==> src/rtl/column_write_arbiter.sv <==
// Two-requester arbiter for the shared 64-column pixel-write bus.
// Round-robin grant, holds the bus until the addressed column acknowledges or the wait times out.
module column_write_arbiter #(
    parameter int N_COLS  = 64,
    parameter int COL_W   = 6,
    parameter int ROW_W   = 10,
    parameter int COLOR_W = 8,
    parameter int TIMEOUT = 1023
) (
    input  logic               clock,
    input  logic               reset,
    input  logic               req0,
    input  logic [COL_W-1:0]   col0,
    input  logic [ROW_W-1:0]   row0,
    input  logic [COLOR_W-1:0] color0,
    output logic               done0,
    input  logic               req1,
    input  logic [COL_W-1:0]   col1,
    input  logic [ROW_W-1:0]   row1,
    input  logic [COLOR_W-1:0] color1,
    output logic               done1,
    output logic [N_COLS-1:0]  col_select,
    output logic [ROW_W-1:0]   row_select,
    output logic [COLOR_W-1:0] pixel_color,
    input  logic [N_COLS-1:0]  return_sig,
    output logic               busy,
    output logic               timeout_err
);

    localparam int CNT_W = $clog2(TIMEOUT + 1);

    typedef enum logic [1:0] {
        ST_IDLE,
        ST_WAIT,
        ST_DONE
    } state_t;

    state_t             state_q, state_d;
    logic [N_COLS-1:0]  col_select_q, col_select_d;
    logic [ROW_W-1:0]   row_select_q, row_select_d;
    logic [COLOR_W-1:0] pixel_color_q, pixel_color_d;
    logic [COL_W-1:0]   col_idx_q, col_idx_d;
    logic               grant_q, grant_d;
    logic               last_grant_q, last_grant_d;
    logic [CNT_W-1:0]   cnt_q, cnt_d;
    logic               done0_q, done0_d;
    logic               done1_q, done1_d;
    logic               timeout_err_q, timeout_err_d;

    logic               winner;
    logic [COL_W-1:0]   win_col;
    logic [ROW_W-1:0]   win_row;
    logic [COLOR_W-1:0] win_color;
    logic               ack;

    // On a tie the requester that did not win last time takes the bus.
    assign winner    = (req0 && req1) ? ~last_grant_q : req1;
    assign win_col   = winner ? col1 : col0;
    assign win_row   = winner ? row1 : row0;
    assign win_color = winner ? color1 : color0;
    assign ack       = return_sig[col_idx_q];

    always_comb begin
        // NOTE: every _d gets a default before the case, so no path leaves one unassigned and no latch is inferred.
        state_d       = state_q;
        col_select_d  = col_select_q;
        row_select_d  = row_select_q;
        pixel_color_d = pixel_color_q;
        col_idx_d     = col_idx_q;
        grant_d       = grant_q;
        last_grant_d  = last_grant_q;
        cnt_d         = cnt_q;
        done0_d       = 1'b0;
        done1_d       = 1'b0;
        timeout_err_d = 1'b0;

        case (state_q)
            ST_IDLE: begin
                if (req0 || req1) begin
                    col_select_d  = {{(N_COLS-1){1'b0}}, 1'b1} << win_col;
                    row_select_d  = win_row;
                    pixel_color_d = win_color;
                    col_idx_d     = win_col;
                    grant_d       = winner;
                    last_grant_d  = winner;
                    cnt_d         = '0;
                    state_d       = ST_WAIT;
                end
            end
            ST_WAIT: begin
                if (ack || (cnt_q == CNT_W'(TIMEOUT))) begin
                    col_select_d  = '0;
                    done0_d       = ~grant_q;
                    done1_d       = grant_q;
                    timeout_err_d = ~ack;
                    state_d       = ST_DONE;
                end else begin
                    cnt_d = cnt_q + CNT_W'(1);
                end
            end
            ST_DONE: begin
                state_d = ST_IDLE;
            end
            default: begin
                state_d = ST_IDLE;
            end
        endcase
    end

    // NOTE: sequential state uses non-blocking assignments so every flop samples pre-edge values.
    always_ff @(posedge clock) begin
        if (reset) begin
            state_q       <= ST_IDLE;
            col_select_q  <= '0;
            row_select_q  <= '0;
            pixel_color_q <= '0;
            col_idx_q     <= '0;
            grant_q       <= 1'b0;
            last_grant_q  <= 1'b1;
            cnt_q         <= '0;
            done0_q       <= 1'b0;
            done1_q       <= 1'b0;
            timeout_err_q <= 1'b0;
        end else begin
            state_q       <= state_d;
            col_select_q  <= col_select_d;
            row_select_q  <= row_select_d;
            pixel_color_q <= pixel_color_d;
            col_idx_q     <= col_idx_d;
            grant_q       <= grant_d;
            last_grant_q  <= last_grant_d;
            cnt_q         <= cnt_d;
            done0_q       <= done0_d;
            done1_q       <= done1_d;
            timeout_err_q <= timeout_err_d;
        end
    end

    assign col_select  = col_select_q;
    assign row_select  = row_select_q;
    assign pixel_color = pixel_color_q;
    assign done0       = done0_q;
    assign done1       = done1_q;
    assign timeout_err = timeout_err_q;
    assign busy        = (state_q != ST_IDLE);

endmodule

==> config.mk <==
export PLATFORM = sky130hd
export DESIGN_NAME = column_write_arbiter
export DESIGN_NICKNAME = d
export VERILOG_FILES = /design/src/rtl/column_write_arbiter.sv
export SDC_FILE = /design/constraint.sdc
export NUM_CORES = 1
export LEC_CHECK = 0
export CAP_MARGIN = 20
export CORE_MARGIN = 2
export CORE_UTILIZATION = 30
export DETAILED_ROUTE_END_ITERATION = 6
export PLACE_DENSITY_LB_ADDON = 0.05
export RECOVER_POWER = 25
export SLEW_MARGIN = 10
export SYNTH_ARGS = -nofsm -noshare
export SYNTH_HDL_FRONTEND = slang
export SYNTH_SLANG_ARGS = --single-unit
==> constraint.sdc <==
create_clock -name clock -period 2.9 [get_ports clock]
set_input_delay 0.29 -clock clock [delete_from_list [all_inputs] [get_ports clock]]
set_output_delay 0.29 -clock clock [all_outputs]
set_load 0.01 [all_outputs]
# Word-level counts from Yosys, hierarchy flattened
# Index checks and enable logic that the tools add are counted.
dict set report word_totals {
  register_bits 105
  input_bits 116
  out_inout_bits 86
  word_cells 50
}
dict set report op_classes {
  n_addsub 1
  order_cmp 1
  n_eq_ne 5
  n_shift 1
  muxes 15
  n_bitwise 5
  reduce_logical 11
}
# op n
set op_table {}
lappend op_table {{2-to-1 mux 64 bit} 2}
lappend op_table {{one-hot mux 64 bit (2 select lines)} 1}
lappend op_table {{<< shifter 1 x 6 -> 64 bit (first input constant)} 1}
lappend op_table {{2-to-1 mux 10 bit} 3}
lappend op_table {{one-hot mux 10 bit (2 select lines)} 1}
lappend op_table {{adder 10 x 1 -> 10 bit (second input constant)} 1}
lappend op_table {{== test 10 bit (second input constant)} 1}
lappend op_table {{2-to-1 mux 8 bit} 1}
lappend op_table {{less-than comparator 6 x 7 -> 1 bit (second input constant)} 1}
lappend op_table {{binary-select mux 1 bit (select 6 bit)} 1}
lappend op_table {{2-to-1 mux 6 bit} 1}
lappend op_table {{!= test 2 bit (second input constant)} 3}
lappend op_table {{AND reduction 3 bit} 2}
lappend op_table {{inverter 1 bit} 5}
lappend op_table {{2-to-1 mux 2 bit} 2}
lappend op_table {{one-hot mux 2 bit (2 select lines)} 1}
lappend op_table {{AND reduction 2 bit} 2}
lappend op_table {{nonzero test 2 bit} 2}
lappend op_table {{OR reduction 3 bit} 1}
lappend op_table {{== test 2 x 1 -> 1 bit (second input constant)} 1}
lappend op_table {{logical NOT 2 bit} 1}
lappend op_table {{logical OR 1 bit} 2}
lappend op_table {{2-to-1 mux 1 bit} 2}
lappend op_table {{logical AND 1 bit} 1}

# Logic depth before layout (Yosys ltp)
dict set report logic_depth {
  word_depth 6
  depth_mapped 12
  depth_no_buf 8
}

# Worst setup path before layout
# Ideal clock, no wire load.
dict set report synth_path {
  path_type {register -> register}
  from {register cnt_q[0]}
  to {register col_select_q[0], in the netlist col_select[0]}
  setup_time_ps 120
  arrival_ps 2259
  required_time_ps 2780
  slack_ps 521
  stages_incl_launch_ff 10
  n_path_buf 2
  period_less_slack_ps 2379
  path_cell_list {dfxtp_1 > ha_1 > and3_1 > and4_1 > and3_1 > or4_4 > a31o_1 > buf_6 > buf_6 > mux2i_1}
}
dict set report synth_via {
  elab_chain_cells 4
}
# element line
set synth_rtl {}
lappend synth_rtl {{start: declaration} 45} ;# logic [CNT_W-1:0] cnt_q, cnt_d;
lappend synth_rtl {{start signal: assignment} 132} ;# cnt_q <= cnt_d;
lappend synth_rtl {{== test 10 bit} 91} ;# if (ack || (cnt_q == CNT_W'(TIMEOUT))) begin
lappend synth_rtl {{logical OR 1 bit} 91}
lappend synth_rtl {{!= test 2 bit (no source line)} n/a}
lappend synth_rtl {{AND reduction 3 bit (no source line)} n/a}
lappend synth_rtl {{end signal: assignment} 126} ;# col_select_q <= col_select_d;
lappend synth_rtl {{end: declaration} 39} ;# logic [N_COLS-1:0] col_select_q, col_select_d;
# No other way between the ends.
# A chain may end at the register's enable or synchronous reset.

# Worst setup path after layout
dict set report layout_path {
  from {register cnt_q[0]}
  to {register col_select_q[21], in the netlist col_select[21]}
}
# The elaborated chain is that of the path after synthesis.

==> impl_metrics.toml <==
[outcome]
outcome = "finished clean"

[synth]
yosysTopAreaCellShare_pct = 38.9
ys_top_cells_by_area = "dfxtp_1 (39%), mux2i_1 (21%), nand2b_1 (8.1%)"
syn_area_um2 = 5400
seq_area_frac_synth_pct = 38.9
synth_edf_count = 0
synth_common_cells = "mux2i_1 (116), dfxtp_1 (105), nand2_1 (80), nand2b_1 (70), nor2_1 (55)"
synth_top_area_cell = "dfxtp_1"
ys_types = 46
syn_nets = 717
ys_seq_elements = 105
avgSynthCellArea_um2 = 9.01
synth_warnings = 0
yosysMostFrequentCell = "mux2i_1"
synth_cells = 600
synth-main-ff-cell = "dfxtp_1"
ys_async_sr_fraction_pct = 0

[finish]
fin_cells = 1037
drive_gt1_share_pct = 6.68
design_area_um2 = 8080
syn2layout_area_growth_pct = 49.4
fill_cells = 1749
final_util_pct = 45.3
n_antenna_cell = 0
nNetsFinal = 920

[routing]
vias = 5014
wire_per_inst_um = 16.8
drt-initial-drc-count = 220
viasPerCell = 4.84
drt-total-wl_mm = 17.4
drc_errors = 0
postRouteAntennaNets = 0
dr.pass1.iters = 4

[global_routing]
grt_max_degree = 70
use_met3_pct = 3.53
grt-ovfl-total = 0
antenna_found_initial = 0
use_met1_pct = 22.8
met2_usage_pct = 31.3
grt_util_all_layers_pct = 18.1
grt_busiest_layer = "met2"
grt_pass1_vias = 5156
grt_first_pass_wirelength_mm = 27.9

[hold_path]
min_from = "grant_q"
min_to = "done0"
hold_depth = 1
min_path_type = "flop to flop"

[power_and_ir_drop]
powerDensity_nw_per_um2 = 545
p_leak_nw = 3.21
power_w = 0.00440
ir_worst_vdd_v = 0.000284

[setup_path]
crit_required_ps = 3130
reg2regPathDepth = 8
critPathLaunchType = "flop"
rrSetupSlack_ps = 310
cp_max_fo = 34
endpoint_kind = "flop"
r2r-end = "col_select[21]"
r2r-start = "cnt_q[0]"
worstSetupPathType = "flop to flop"
worstPathArrival_ps = 2820

[clock_tree]
root_buffer = "clkbuf_16"
clk-insertion-delay-late_ps = 350
cts_tree = "yes"
cts_buffers = 9
htree_levels = 3
hold_buffers = 0
clk_pin_slew_ps = 80
cts_sinks = 105
clockBufferDepth = 2

[place]
gp_congestion = 0.875
postPlaceCellArea_um2 = 7730
portBuffers = 201
dp_cells = 1021
hpwl_mm = 13.2

[job]
maxCapViolCount = 0

[timing]
period_minus_slack_ps = 2590
tns_ps = 0
max-slew-margin-rel_pct = 41.3
finalHoldViolCount = 0
setup_viol = 0
fmaxAchievable_mhz = 386
rsz0062_at_grt = "no"
clock_skew_ps = 17.0
drv_slew = 0
post-route-period-util_pct = 89.4
worst_pin_slew_ps = 877

[floorplan]
initial_core_util_pct = 30.3
core.rowCount = 49
dieHeight_um = 138
core_area_um2 = 17800
die_w_um = 138
ios = 202
die_area_um2 = 19100
through the flow:
step / setup WS, ps / hold WS [ps]
3_5_place_dp: 110 / 428
2_1_floorplan: 521 / 406
3_3_place_gp: 198 / 417
4_1_cts: 88.2 / 439
5_1_grt: 186 / 473
6_report: 308 / 432
what timing repair did:
action | CTS | global route
resized for setup | 0 | 1
setup buffers | 0 | 0
setup endpoints to repair | 0 | 57
layer usage:
metal  share of wire (%)  wire (um)
met2                  50       8620
met1                  44       7700
met3                 4.6        800
met4                 1.5        267
met5                   0          0
critical path: stages (launching register included):
cell and delay [ps]:
dfxtp_1 340, ha_1 230, and3_1 220, and4_1 240, and3_1 230, or4_4 540
a31o_4 310, buf_12 200, mux2i_1 150
power breakdown:
group          internal (W)  switching [W]
logic              0.000704       0.000703
registers           0.00154      0.0000941
clock network      0.000775       0.000590
total               0.00302        0.00139
layout by cell type, fill, tap and decap left out, types with 8 or more instances in the layout:
cell,n
a22oi_1,12
dfxtp_1,104
nor2b_1,8
o21ai_0,8
nand2b_1,70
nand2_1,80
nor2_1,54
clkdlybuf4s50_1,156
mux2i_1,116
a211oi_1,28
and3_1,11
dlygate4sd3_1,44
buf_4,23
clkbuf_16,9
registers in the layout, indices dropped and copies added, names as in the netlist:
signal and count:
grant_q 1, done0 1, col_select 64, col_idx_q 6
done1 1, pixel_color 8, cnt_q 10, timeout_err 1
last_grant_q 1, state_q 2, row_select 10
worst max path at each step:
stage,from,endpoint,cells after the start
floorplan,cnt_q[0],col_select[0],9
global placement,col_idx_q[0],col_select[39],8
detailed placement,col_idx_q[0],col_select[40],8
CTS,col_idx_q[0],col_select[21],8
global route,col_idx_q[0],col_select[37],9
finish,cnt_q[0],col_select[21],8
layout make-up:
type	count	area (um2)	share of cell area (%)
Clock buffer	9	225	2.79
Clock inverter	7	113	1.39
Inverter	3	11.3	0.139
Multi-Input combinational cell	458	3110	38.6
Sequential cell	105	2110	26.1
Tap cell	229	287	3.55
Timing Repair Buffer	226	2220	27.5
kinds of logic after synthesis:
group,Yosys count,share of synthesized area (%)
AOI/OAI and AO/OA,85,11.5
adders and majority gates,1,0.231
buffers and inverters,37,3.98
DFF,105,38.9
muxes,118,21.9
and+or+nand+nor,254,23.5
No activity file was read; power rests on OpenSTA's default activity.
